--- config.mk ---
export PLATFORM = sky130hd
export DESIGN_NAME = psum_drain_ctrl
export DESIGN_NICKNAME = d
export VERILOG_FILES = /design/src/rtl/psum_drain_ctrl.sv
export SDC_FILE = /design/constraint.sdc
export NUM_CORES = 1
export LEC_CHECK = 0
export CAP_MARGIN = 10
export CORE_ASPECT_RATIO = 0.6
export CORE_UTILIZATION = 48
export DETAILED_ROUTE_END_ITERATION = 12
export PLACE_DENSITY = 0.75
export SLEW_MARGIN = 30
export SYNTH_ARGS = -nofsm -noshare
export SYNTH_HDL_FRONTEND = slang
export SYNTH_SLANG_ARGS = --single-unit
--- constraint.sdc ---
create_clock -name clk -period 4.3 [get_ports clk]
set_input_delay 0.86 -clock clk [delete_from_list [all_inputs] [get_ports clk]]
set_output_delay 0.86 -clock clk [all_outputs]
set_load 0.1 [all_outputs]
--- src/rtl/psum_drain_ctrl.sv ---
`default_nettype none
//==============================================================================
// Module      : psum_drain_ctrl
// Description : Drains accumulated partial-sum words from psum memory port 1.
//               It can zero-clear each drained word and applies per-lane
//               ReLU. Words stream out through a credit-controlled show-ahead
//               FIFO over a valid/ready interface.
// Revision    : 1.0 - initial release
//==============================================================================
module psum_drain_ctrl #(
    parameter int BIT_WIDTH  = 8,
    parameter int NUM_KERNEL = 4,
    parameter int DATA_WIDTH = 32,
    parameter int ADDR_WIDTH = 32,
    parameter int REG_WIDTH  = 32,
    parameter int MEM_DELAY  = 1,
    parameter int FIFO_DEPTH = 4
) (
    input  logic                  clk,
    input  logic                  rst,
    input  logic                  i_start,
    input  logic [REG_WIDTH-1:0]  i_conf_base_addr,
    input  logic [REG_WIDTH-1:0]  i_conf_num_words,
    input  logic                  i_conf_relu_en,
    input  logic                  i_conf_clear_en,
    output logic [ADDR_WIDTH-1:0] memctrl1_radd,
    output logic                  memctrl1_rden,
    input  logic [DATA_WIDTH-1:0] memctrl1_odat,
    input  logic                  memctrl1_ovld,
    output logic [ADDR_WIDTH-1:0] memctrl1_wadd,
    output logic                  memctrl1_wren,
    output logic [DATA_WIDTH-1:0] memctrl1_idat,
    output logic [DATA_WIDTH-1:0] o_dat,
    output logic                  o_vld,
    input  logic                  i_rdy,
    output logic                  o_busy,
    output logic                  o_done
);

    localparam int c_ptr_w = (FIFO_DEPTH > 1) ? $clog2(FIFO_DEPTH) : 1;
    localparam int c_cnt_w = c_ptr_w + 1;
    localparam logic [c_cnt_w:0] c_depth = (c_cnt_w + 1)'(FIFO_DEPTH);

    localparam logic [1:0] c_st_idle  = 2'd0;
    localparam logic [1:0] c_st_run   = 2'd1;
    localparam logic [1:0] c_st_flush = 2'd2;
    localparam logic [1:0] c_st_done  = 2'd3;

    logic [1:0]            r_state;
    logic [1:0]            w_state_nxt;
    logic [ADDR_WIDTH-1:0] r_ptr;
    logic [REG_WIDTH-1:0]  r_num;
    logic [REG_WIDTH-1:0]  r_issued;
    logic                  r_relu;
    logic                  r_clear;
    logic [c_cnt_w-1:0]    r_outst;
    logic [c_cnt_w-1:0]    r_count;
    logic [c_ptr_w-1:0]    r_wptr;
    logic [c_ptr_w-1:0]    r_rptr;
    logic [DATA_WIDTH-1:0] r_fifo [FIFO_DEPTH];
    logic [ADDR_WIDTH-1:0] r_apipe [MEM_DELAY];
    logic [ADDR_WIDTH-1:0] r_wadd;
    logic                  r_wren;

    logic                  w_active;
    logic                  w_credit;
    logic                  w_rden;
    logic                  w_push;
    logic                  w_pop;
    logic                  w_last_issue;
    logic [c_cnt_w-1:0]    w_cnt_nxt;
    logic [c_cnt_w-1:0]    w_out_nxt;
    logic [DATA_WIDTH-1:0] w_lane_dat;

    // Returns are only meaningful while a drain is in progress; anything
    // arriving in IDLE/DONE is a leftover from before a reset.
    assign w_active     = (r_state == c_st_run) || (r_state == c_st_flush);
    assign w_credit     = ({1'b0, r_count} + {1'b0, r_outst}) < c_depth;
    assign w_rden       = (r_state == c_st_run) && (r_issued < r_num) && w_credit;
    assign w_push       = memctrl1_ovld && w_active;
    assign w_pop        = o_vld && i_rdy;
    assign w_last_issue = w_rden && ((r_issued + REG_WIDTH'(1)) == r_num);
    assign w_cnt_nxt    = r_count + c_cnt_w'(w_push) - c_cnt_w'(w_pop);
    assign w_out_nxt    = r_outst + c_cnt_w'(w_rden) - c_cnt_w'(w_push);

    // Per-lane ReLU: a negative signed lane is clamped to zero.
    generate
        for (genvar k = 0; k < NUM_KERNEL; k++) begin : g_lane
            logic [BIT_WIDTH-1:0] w_lane;
            assign w_lane = memctrl1_odat[BIT_WIDTH*k +: BIT_WIDTH];
            assign w_lane_dat[BIT_WIDTH*k +: BIT_WIDTH] =
                (r_relu && w_lane[BIT_WIDTH-1]) ? '0 : w_lane;
        end
    endgenerate

    assign memctrl1_radd = r_ptr;
    assign memctrl1_rden = w_rden;
    assign memctrl1_wadd = r_wadd;
    assign memctrl1_wren = r_wren;
    assign memctrl1_idat = '0;
    assign o_vld         = (r_count != '0);
    assign o_dat         = o_vld ? r_fifo[r_rptr] : '0;
    assign o_busy        = (r_state != c_st_idle);
    assign o_done        = (r_state == c_st_done);

    // State register.
    always_ff @(posedge clk) begin
        if (rst) r_state <= c_st_idle;
        else     r_state <= w_state_nxt;
    end

    // Next-state logic. FLUSH looks at next-cycle occupancy so that DONE
    // lands on the cycle right after the final pop and final clear write.
    always_comb begin
        w_state_nxt = r_state;
        case (r_state)
            c_st_idle:  if (i_start) w_state_nxt = (i_conf_num_words == '0) ? c_st_done : c_st_run;
            c_st_run:   if (w_last_issue) w_state_nxt = c_st_flush;
            c_st_flush: if ((w_cnt_nxt == '0) && (w_out_nxt == '0)) w_state_nxt = c_st_done;
            default:    w_state_nxt = c_st_idle;
        endcase
    end

    // Configuration latch, read pointer, issue and outstanding counters.
    always_ff @(posedge clk) begin
        if (rst) begin
            r_ptr    <= '0;
            r_num    <= '0;
            r_issued <= '0;
            r_relu   <= 1'b0;
            r_clear  <= 1'b0;
            r_outst  <= '0;
        end else begin
            r_outst <= w_out_nxt;
            if ((r_state == c_st_idle) && i_start) begin
                r_ptr    <= ADDR_WIDTH'(i_conf_base_addr);
                r_num    <= i_conf_num_words;
                r_issued <= '0;
                r_relu   <= i_conf_relu_en;
                r_clear  <= i_conf_clear_en;
            end else if (w_rden) begin
                r_ptr    <= r_ptr + ADDR_WIDTH'(1);
                r_issued <= r_issued + REG_WIDTH'(1);
            end
        end
    end

    // FIFO storage; contents beyond the pointers are never observed.
    always_ff @(posedge clk) begin
        if (w_push) r_fifo[r_wptr] <= w_lane_dat;
    end

    // FIFO pointers and occupancy.
    always_ff @(posedge clk) begin
        if (rst) begin
            r_wptr  <= '0;
            r_rptr  <= '0;
            r_count <= '0;
        end else begin
            if (w_push) r_wptr <= r_wptr + c_ptr_w'(1);
            if (w_pop)  r_rptr <= r_rptr + c_ptr_w'(1);
            r_count <= w_cnt_nxt;
        end
    end

    // Address pipeline: delays the read address to line up with ovld.
    always_ff @(posedge clk) begin
        if (rst) begin
            for (int i = 0; i < MEM_DELAY; i++) r_apipe[i] <= '0;
        end else begin
            r_apipe[0] <= r_ptr;
            for (int i = 1; i < MEM_DELAY; i++) r_apipe[i] <= r_apipe[i-1];
        end
    end

    // Clear write-back one cycle after each accepted return.
    always_ff @(posedge clk) begin
        if (rst) begin
            r_wadd <= '0;
            r_wren <= 1'b0;
        end else begin
            r_wren <= w_push && r_clear;
            if (w_push && r_clear) r_wadd <= r_apipe[MEM_DELAY-1];
        end
    end

    // The credit rule must keep a return from ever landing on a full FIFO.
    a_no_overflow: assert property (@(posedge clk) disable iff (rst)
        !(w_push && ({1'b0, r_count} == c_depth)));

endmodule
`default_nettype wire

; After elaboration in Yosys (flattened, before gate mapping)
; Memories as Yosys holds them, arrays and structs flattened. A register that Yosys moved wholly into a read port is not among the register bits.
; Cells that the tools add are included.
[totals]
regBits = 111
mem_bits_rw = 160
inputBits = 103
output_inout_bits = 133
word_cells = 75
memories = 2
[mem_list]
columns = name, words, width, rd, rd_clocked_by_memory_dff, write_ports, line
row1 = r_fifo, 4, 32, 1, 1, 1, 60  ; logic [DATA_WIDTH-1:0] r_fifo [FIFO_DEPTH];
row2 = r_apipe, 1, 32, 1, 1, 1, 61  ; logic [ADDR_WIDTH-1:0] r_apipe [MEM_DELAY];
[op_classes]
add_sub_neg = 9
order_cmp = 2
n_eq_ne = 7
mux = 21
reduce_logical = 23
[ops]
columns = operator, n
row1 = 32-bit two-way mux, 4
row2 = "32-bit by 1-bit adder with 32-bit output, second input constant", 2
row3 = 32-bit equality test, 1
row4 = 32-bit logical NOT, 1
row5 = 32-bit less-than comparator, 1
row6 = 8-bit two-way mux, 4
row7 = 32-bit OR reduction, 1
row8 = 1-bit logical AND, 12
row9 = 2-bit two-way mux, 6
row10 = 3-bit by 1-bit adder with 3-bit output, 2
row11 = 3-bit logical NOT, 2
row12 = 1-bit two-way mux, 6
row13 = 2-bit case mux with 3 select lines, 1
row14 = 3-bit by 1-bit subtractor with 3-bit output, 2
row15 = "2-bit by 1-bit adder with 2-bit output, second input constant", 2
row16 = 3-bit by 3-bit adder with 4-bit output, 1
row17 = "2-bit equality test, second input constant", 2
row18 = "4-bit by 3-bit less-than comparator with 1-bit output, second input constant", 1
row19 = "2-bit != test, second input constant", 2
row20 = 2-bit nonzero test, 2
row21 = 3-bit AND reduction, 1
row22 = 3-bit nonzero test, 1
row23 = "2-bit by 1-bit equality test with 1-bit output, second input constant", 1
row24 = 2-bit logical NOT, 1
row25 = 3 further kinds, 3

; Depth between registers and ports, before layout
; Gate-level depths: netlist of the first run.
[logic_depth]
depth_word = 9
mapped_depth = 22
mapped_depth_nobuf = 20

; Least setup slack after synthesis of the first run
; OpenSTA, ideal clock, no wires.
[synth_timing]
path_type = reg2reg
start = register r_num[21]
end = register r_state[1]
setup_time_ns = 0.134
arrival_ns = 5.480
t_required_ns = 4.166
path_slack_ns = -1.314
path_stages_with_launch = 22
path_buffers = 2
cell_sequence = dfxtp_1 > inv_1 > ha_1 > a21o_1 > a21o_1 > a221o_1 > o21ai_0 > a31oi_1 > or2_2 > clkbuf_1 > inv_1 > buf_1 > ha_1 > fa_1 > nor4b_1 > a21boi_0 > a221oi_1 > nand4_1 > nor4_1 > nand4_1 > nor2b_1 > or4_1
[synth_via]
elab_chain_len = 9
word_cells_on_any_way = 12
[synth_rtl]
columns = item, line
row1 = start: declaration, 52  ; logic [REG_WIDTH-1:0] r_num;
row2 = start signal: assignment, 137  ; r_num <= i_conf_num_words;
row3 = 32-bit less-than comparator, 79  ; assign w_rden = (r_state == c_st_run) && (r_issued < r_num) && w_credit;
row4 = 1-bit logical AND (2 in a row), 79
row5 = via memctrl1_rden, 27  ; output logic memctrl1_rden,
row6 = 3-bit by 1-bit adder with 3-bit output, 84  ; assign w_out_nxt = r_outst + c_cnt_w'(w_rden) - c_cnt_w'(w_push);
row7 = 3-bit by 1-bit subtractor with 3-bit output, 84
row8 = via w_out_nxt[1], 72  ; logic [c_cnt_w-1:0] w_out_nxt;
row9 = 3-bit logical NOT, 119  ; c_st_flush: if ((w_cnt_nxt == '0) && (w_out_nxt == '0)) w_state_nxt = c_st_done;
row10 = 1-bit logical AND, 119
row11 = 2-bit by 1-bit != test with 1-bit output (no line), -
row12 = 3-bit AND reduction (no line), -
row13 = end signal: assignment, 108  ; if (rst) r_state <= c_st_idle;
row14 = end signal: assignment, 109  ; else r_state <= w_state_nxt;
row15 = end: declaration, 49  ; logic [1:0] r_state;
; The timed path passes the listed nets, and every way through them passes these cells.
; A chain may end at the register's enable or synchronous reset.

; Worst setup path in the final report of the first run
[layout_timing]
start = register r_num[19]
end = register r_state[1]
[layout_via]
elab_chain_len = 9
word_cells_on_any_way = 12
[layout_rtl]
columns = item, line
row1 = 32-bit less-than comparator, 79
row2 = 1-bit logical AND (2 in a row), 79
row3 = 3-bit by 1-bit adder with 3-bit output, 84
row4 = 3-bit by 1-bit subtractor with 3-bit output, 84
row5 = via w_out_nxt[1], 72
row6 = 3-bit logical NOT, 119
row7 = 1-bit logical AND, 119
row8 = 2-bit by 1-bit != test with 1-bit output (no line), -
row9 = 3-bit AND reduction (no line), -
; The timed path passes the listed nets, and every way through them passes these cells.

==> results.toml, run 1 <==
[grt]
grt_max_degree = 60
track_usage_pct = 24.6
grt_pass1_vias = 10452
gr-total-overflow = 0
antenna_found_initial = 2
grt_first_pass_wirelength_mm = 57.7

[setup_path]
crit_type = "reg2reg"
cp.required_ps = 4730
cp.arrival_ps = 4790
start_kind = "register"
cp_max_fo = 3
cp-end-kind = "register"
r2r_slack_ps = -60

[floorplanning]
die_h_um = 135
core_um2 = 28800
start_util_pct = 48.9
die_area_um2 = 30100
io_pins = 236
fp-row-count = 48
die_w_um = 223

[timing]
layout_min_cycle_time_ps = 4360
worst_pin_slew_ps = 1040
fin_crit_sh_pct = 101
whs_ps = 435
worst_slack_ps = -60.3
finalMaxSlewViolations = 0
rsz0062_at_grt = "yes"
finalSetupViolations = 1
timing.fmax_mhz = 229
skew_ps = 20.2
max_slew_margin_pct = 30.5
hold_viol = 0

[pwr]
power_frac_seq_pct = 32.8
p_clk_share_pct = 23.4
finalPower_uw = 11300
max-vdd-ir-drop_mv = 0.454
leakagePower_uw = 0.00653
p_per_area_nw_per_um2 = 630
p_comb_share_pct = 43.8
internal-power_uw = 6370
switching_share_pct = 43.8
netSwitchingPower_uw = 4970

[synth]
async_reset_ff_share_pct = 0
syn_area_per_cell_um2 = 10.4
synth_edf_count = 128
synth-seq-cells = 305
synth_area_um2 = 14100
seq_area_frac_synth_pct = 52.4
ys_types = 55
synthFlopType = "dfxtp_1"
syn_inst = 1355
synth-warning-count = 0

[routing]
wl_per_cell_um = 18.7
drc_errors = 0
vias = 10871
wirelength_mm = 37.7
ant_nets = 0
drt_iter0_drc = 766
first_pass_iters = 8
vias_per_cell = 5.40

[placement]
dpl_cell_area_um2 = 16800
gp_congestion = 0.942
pre_cts_slack_ps = -286
io_buffer_count = 203
place_hpwl_mm = 26.8

[cts]
clk_pin_slew_ps = 70
cts_buffers = 29
clk_latency_ps = 560
cts.sinks = 305
clk_path_buf_depth = 3
cts_tree = "done"
ctsHoldBuffers = 0
root_buffer = "clkbuf_16"
h-tree-depth = 1

[finish]
drive_above_1_share_pct = 15.7
diodes = 0
final_cell_mix = "nand2_1, dfxtp_1, clkdlybuf4s50_1"
fin_nets = 1768
area_growth_pct = 27.5
final_area_um2 = 18000
final_util_pct = 62.4
final_common_cell = "nand2_1"

[run_status]
outcome = "finished, violations left"
violations = "negative setup slack"

[min_path]
hp-class = "reg2reg"

[job]
cap_viol_max_count = 0
==> cell type report <==
| type | count | area [um^2] |
|---|---|---|
| multi-input combinational | 927 | 6290 |
| timing repair buffer | 297 | 2630 |
| tap | 375 | 469 |
| fill | 2353 | 10800 |
| sequential | 305 | 7400 |
| clock buffer | 40 | 837 |
| inverter | 55 | 214 |
| clock inverter | 13 | 156 |
==> per-stage QoR <==
step	TNS, ps	instances
global route	-328	2012
finish	-60.3	2012
global placement	-37.0	1954
floorplan	-71.0	1386
CTS	0	2008
detailed placement	-526	1954
==> worst max-delay path, stage by stage, from the launching register on <==
cell and delay (ps):
dfxtp_1 350, inv_1 80, ha_4 250, a21oi_2 130, o21ai_1 90, a221o_1 360, o21ai_2 210, a31oi_4 50
or2_4 300, inv_8 60, ha_4 110, fa_1 440, nor4b_2 290, a21boi_1 110, a221oi_2 260, nand4_1 190
nor4_2 270, nand4_1 140, nor2b_1 150, or4_1 380
==> path summary, 6_finish.rpt <==
path                                      from                end  depth (start not counted)
worst max-delay path                 r_num[19]         r_state[1]                         19
worst min-delay path            r_apipe[0][13]  memctrl1_wadd[13]                          2
worst max register to register       r_num[19]         r_state[1]                         19
worst min register to register  r_apipe[0][13]  memctrl1_wadd[13]                          2
==> logic make-up (layout without fill, tap and decap cells) <==
family                     after synthesis  count (layout)  share of synthesized area [%]
AOI/OAI and AO/OA                      155             155                           6.62
DFF                                    305             305                           52.4
buffers and inverters                  154             405                           4.98
and+or+nand+nor                        542             542                           19.1
adders and majority gates               50              50                           4.54
other                                    1              32                         0.0266
muxes                                   37              37                           5.48
xor gates and xnor gates               111             111                           6.89
==> per-layer routing <==
layer	GRT usage [%]	part of all wire, %	vias to the layer above
li1	-	-	5160
met1	34.7	45	5260
met2	37.7	45	384
met3	5.59	7.7	65
met4	7.80	3.0	2
met5	0	0.029	-
==> power groups by stage <==
stage               sequential [uW]  clock, uW  combinational, uW
floorplan                      4290          0               3090
global placement               3750          0               4830
finish                         3720       2650               4970
CTS                            3710       2700               4930
detailed placement             3770          0               4880
global route                   3760       2810               5190
==> flip-flops by register name, summed over array words and instances, names as in the netlist, named ones only <==
| signal | cells |
|---|---|
| memctrl1_radd | 32 |
| memctrl1_wadd | 32 |
| r_relu | 1 |
| r_clear | 1 |
| r_count | 3 |
| r_apipe | 32 |
| memctrl1_wren | 1 |
| r_fifo | 128 |
| r_rptr | 2 |
| r_num | 32 |
| r_wptr | 2 |
| r_state | 2 |
| r_issued | 32 |
| r_outst | 3 |
==> Yosys cell counts (3+ instances only) <==
cell type  number  area (um^2)
nand4_1        30          188
clkbuf_1       55          206
edfxtp_1      128         3840
and4_1         11         96.3
nor4_1         21          131
buf_4          32          240
o211ai_1        3         22.5
nand2_1       179          672
or3_1           3         18.8
buf_1           8         30.0
ha_1           48          601
nor3_1         27          135
mux2i_1         3         30.0
nand2b_1        5         31.3
xnor2_1        87          762
nor2b_1        40          250
nand3_1        20          100
inv_1          55          206
o21ai_0        16         80.1
dfxtp_1       177         3540
xor2_1         24          210
and3_1         16          100
buf_2           4         20.0
and2_1         68          425
nor2_1        109          409
a21o_1          7         52.6
mux4_2         32          721
a211oi_1       28          210
a21oi_1        81          405
==> repair_timing <==
action                     4_1_cts  5_1_grt
hold endpoints to repair         0        0
pin swaps                        5       17
resized for setup                4       26
setup buffers                    1        4
setup endpoints to repair        2        2
(Power assumes the default switching activity.)
==> inputs of run 2 (changes only) <==
SLEW_MARGIN = 10   (was 30)
==> results.toml, run 2 (same netlist as run 1, synthesis figures left out) <==
[pwr]
max-vdd-ir-drop_mv = 0.567
p_per_area_nw_per_um2 = 629
leakagePower_uw = 0.00654

[routing]
vias = 10834
wirelength_mm = 37.6
ant_nets = 0
first_pass_iters = 5
drt_iter0_drc = 860
vias_per_cell = 5.39
met3WireLength_mm = 2.83
wl_per_cell_um = 18.7
routed.top_layer = "met5"
drc_errors = 0
drt-met1-wl_mm = 16.9
met2WireLength_mm = 16.8

[cts]
root_buffer = "clkbuf_16"
h-tree-depth = 1
clk_pin_slew_ps = 70
clk_latency_ps = 560
clk_path_buf_depth = 3
cts_tree = "done"
ctsHoldBuffers = 0
cts.sinks = 305
cts_buffers = 28

[floorplanning]
fp-row-count = 48
io_pins = 236
core_um2 = 28800
die_area_um2 = 30100
start_util_pct = 48.9
die_h_um = 135
die_w_um = 223

[timing]
worst_pin_slew_ps = 1070
fin_setup_tns_ps = 0
hold_viol = 0
worst_slack_ps = 24.8
finalSetupViolations = 0
skew_ps = 13.3
whs_ps = 435
timing.fmax_mhz = 234
fin_crit_sh_pct = 99.4
rsz0062_at_grt = "yes"
layout_min_cycle_time_ps = 4280
max_slew_margin_pct = 28.7
finalMaxSlewViolations = 0

[setup_path]
cp_max_fo = 2
crit_type = "reg2reg"
cp.arrival_ps = 4710
cp-end-kind = "register"
start_kind = "register"
cp.required_ps = 4740

[finish]
largest_register_ff_count = 128
final_util_pct = 62.5
largest_register = "r_fifo"
fin_nets = 1767
drive_above_1_share_pct = 15.3
fillers = 2336
area_growth_pct = 27.8
diodes = 0
final_common_cell = "nand2_1"
final_cell_mix = "nand2_1, dfxtp_1, clkdlybuf4s50_1"

[grt]
grt_first_pass_wirelength_mm = 57.8
grt_pass1_vias = 10441
grt_max_degree = 60
antenna_found_initial = 2
gr-total-overflow = 0
track_usage_pct = 24.6

[placement]
io_buffer_count = 203
gp_congestion = 0.942
pre_cts_slack_ps = -276
place_hpwl_mm = 26.8

[job]
cap_viol_max_count = 0

[min_path]
hp-class = "reg2reg"

[run_status]
outcome = "complete, no violations"
-- run 2: worst max-delay path, stage by stage, from the launching register on --
cell and delay, ps:
dfxtp_2 320, inv_1 60, ha_2 270, and4_1 220, a221o_1 390, o21ai_2 200
a31oi_4 60, or2_4 300, inv_8 60, ha_4 110, fa_1 440, nor4b_2 250
a21boi_1 110, a221oi_2 270, nand4_1 190, nor4_2 260, nand4_1 140, nor2b_1 150
or4_1 380
-- run 2: cell type report --
cell class	instances	area (um^2)	share of cell area, %
flip-flops and latches	305	7400	41.0
multi-input cells	927	6290	34.9
repair buffers	297	2660	14.8
clock buffers	42	865	4.79
well taps	375	469	2.60
inverters	55	214	1.19
clock inverters	10	131	0.729
-- run 2: per-layer routing --
metal  vias up  track usage, %
met5         -               0
met4         4            7.08
met3        71            5.42
met2       366            37.9
met1      5226            35.1
li1       5167               -
-- run 2: report_power, final --
part           total [uW]  internal (uW)  switching [uW]
Combinational        4970           1440            3530
Clock                2660           1570            1090
Sequential           3720           3400             315
-- run 2: timing repair --
action / 4_1_cts / 5_1_grt
endpoints found under the setup margin: 2 / 2
setup buffers: 1 / 4
resized for setup: 2 / 29
pin swaps: 1 / 14
-- run 2: path summary, 6_finish.rpt --
kind                        to  slack [ps]            from  cells after the start
min          memctrl1_wadd[24]         440  r_apipe[0][24]                      2
max reg2reg         r_state[1]          20       r_num[20]                     18
max                 r_state[1]          20       r_num[20]                     18
min reg2reg  memctrl1_wadd[24]         440  r_apipe[0][24]                      2
-- run 2: stage by stage --
stage / total power, uW / instance area, um^2 / cells
6_report: 11300 / 18000 / 2011
5_1_grt: 11800 / 18000 / 2011
4_1_cts: 11300 / 17900 / 2007
3_5_place_dp: 8650 / 16900 / 1954
3_3_place_gp: 8580 / 16900 / 1954
2_1_floorplan: 7380 / 14300 / 1386
==> inputs of run 3 (changes only) <==
PLACE_DENSITY = 0.82   (was 0.75)
==> results.toml, run 3 (same netlist as run 1, synthesis figures left out) <==
[placement]
io_buffer_count = 203
place_hpwl_mm = 26.3
dp.cells = 1939
gp_congestion = 0.949
dpl_cell_area_um2 = 16700
pre_cts_slack_ps = -318

[floorplanning]
fp-row-count = 48
die_h_um = 135
io_pins = 236
core_um2 = 28800
die_w_um = 223
die_area_um2 = 30100
start_util_pct = 48.9

[cts]
root_buffer = "clkbuf_16"
clk_path_buf_depth = 3
cts_buffers = 28
ctsHoldBuffers = 0
cts_tree = "done"
clk_latency_ps = 550
h-tree-depth = 1
clk_pin_slew_ps = 60
cts.sinks = 305

[setup_path]
start_kind = "register"
r2r-end = "r_state[1]"
worstRegToRegCells = 16
cp_max_fo = 2
r2r_slack_ps = 50
cp-end-kind = "register"
cp.required_ps = 4710
r2r-start = "r_count[2]"
crit_type = "reg2reg"
cp.arrival_ps = 4660

[grt]
grt_use_met1_pct = 33.2
grt_first_pass_wirelength_mm = 58.0
use_met2_pct = 39.0
grt_max_degree = 66
grtUsageMet3_pct = 7.16
gr-total-overflow = 0
grt_pass1_vias = 10748
antenna_found_initial = 2
track_usage_pct = 24.7
grt_busiest_layer = "met2"

[min_path]
hp-class = "reg2reg"
holdPathEnd = "memctrl1_wadd[14]"
worstHoldStart = "r_apipe[0][14]"
hold_depth = 2

[routing]
drt_iter0_drc = 826
wirelength_mm = 37.4
first_pass_iters = 5
vias = 10832
vias_per_cell = 5.44
wl_per_cell_um = 18.8
drc_errors = 0
ant_nets = 0

[run_status]
outcome = "complete, no violations"

[job]
cap_viol_max_count = 0

[timing]
finalSetupViolations = 0
whs_ps = 435
layout_min_cycle_time_ps = 4250
worst_pin_slew_ps = 1120
worst_slack_ps = 51.6
timing.fmax_mhz = 235
finalMaxSlewViolations = 0
hold_viol = 0
rsz0062_at_grt = "yes"
fin_crit_sh_pct = 98.8
skew_ps = 12.8
max_slew_margin_pct = 25.0

[finish]
fin_nets = 1749
fillers = 2304
final_common_cell = "nand2_1"
largest_register = "r_fifo"
final_cell_mix = "nand2_1, clkdlybuf4s50_1, dfxtp_1"
area_growth_pct = 26.3
drive_above_1_share_pct = 14.5
largest_register_ff_count = 128
final_area_um2 = 17800
final_cells = 1992

[pwr]
finalPower_uw = 11100
max-vdd-ir-drop_mv = 0.435
p_per_area_nw_per_um2 = 621
leakagePower_uw = 0.00640
-- run 3: cell types whose count changed in the layout (fill, tap and decap cells not counted), sizes merged --
| cell | previous run | this run |
|---|---|---|
| clkdlybuf4s50 | 167 | 168 |
| clkbuf | 42 | 33 |
| diode | 0 | 1 |
| buf | 130 | 111 |
| clkinv | 6 | 15 |
| bufinv | 3 | 1 |
-- run 3: worst max-delay path, stage by stage, from the launching register on --
cell	delay, ps
dfxtp_4	360
ha_4	230
or4b_4	480
a311oi_2	270
o211ai_1	150
or2_4	310
inv_8	60
ha_4	110
fa_1	450
nor4b_2	280
a21boi_1	110
a221oi_2	250
nand4_1	160
nor4_2	190
nand4_1	150
nor2b_1	160
or4_1	400
-- run 3: how the worst max path moves through the flow --
| stage | start | endpoint | slack [ps] | cells past startpoint |
|---|---|---|---|---|
| after CTS | r_count[2] | r_state[1] | 4 | 16 |
| after detailed placement | memctrl1_ovld | r_state[1] | -320 | 15 |
| after global routing | r_num[17] | r_state[1] | -180 | 19 |
| final | r_count[2] | r_state[1] | 50 | 16 |
| after floorplan | r_num[21] | r_state[1] | -70 | 21 |
| after global placement | memctrl1_ovld | r_state[1] | -60 | 16 |
-- run 3: per-stage QoR --
stage | utilization, % | setup TNS [ps]
finish | 61.8 | 0
global route | 61.8 | -300
CTS | 61.2 | 0
detailed placement | 58.1 | -572
global placement | 58.1 | -59.0
floorplan | - | -71.0
-- run 3: area by class of cell --
class / instances / area [um^2] / share of cell area (%)
diodes: 1 / 2.50 / 0.0140
clock buffers: 33 / 781 / 4.38
clock inverters: 17 / 106 / 0.597
inverters: 55 / 214 / 1.20
multi-input cells: 927 / 6300 / 35.4
flip-flops and latches: 305 / 7420 / 41.6
well taps: 375 / 469 / 2.63
repair buffers: 279 / 2530 / 14.2
-- run 3: what timing repair did --
item                                    in CTS  in global routing
pin swaps                                    3                  1
buffers inserted                             0                  2
hold endpoints to repair                     0                  0
gates resized for setup                      7                 38
endpoints found under the setup margin       2                  2
-- run 3: routing by layer --
metal  routed length (um)  share of wire (%)
met1                16300                 44
met2                16800                 45
met3                 3340                8.9
met4                  942                2.5
met5                   11              0.029
-- run 3: where the power goes --
group / total (uW) / internal [uW] / switching (uW) / leakage [uW]
clock: 2410 / 1350 / 1070 / 0.000441
sequential: 3700 / 3410 / 292 / 0.00261
combinational: 4950 / 1420 / 3530 / 0.00335
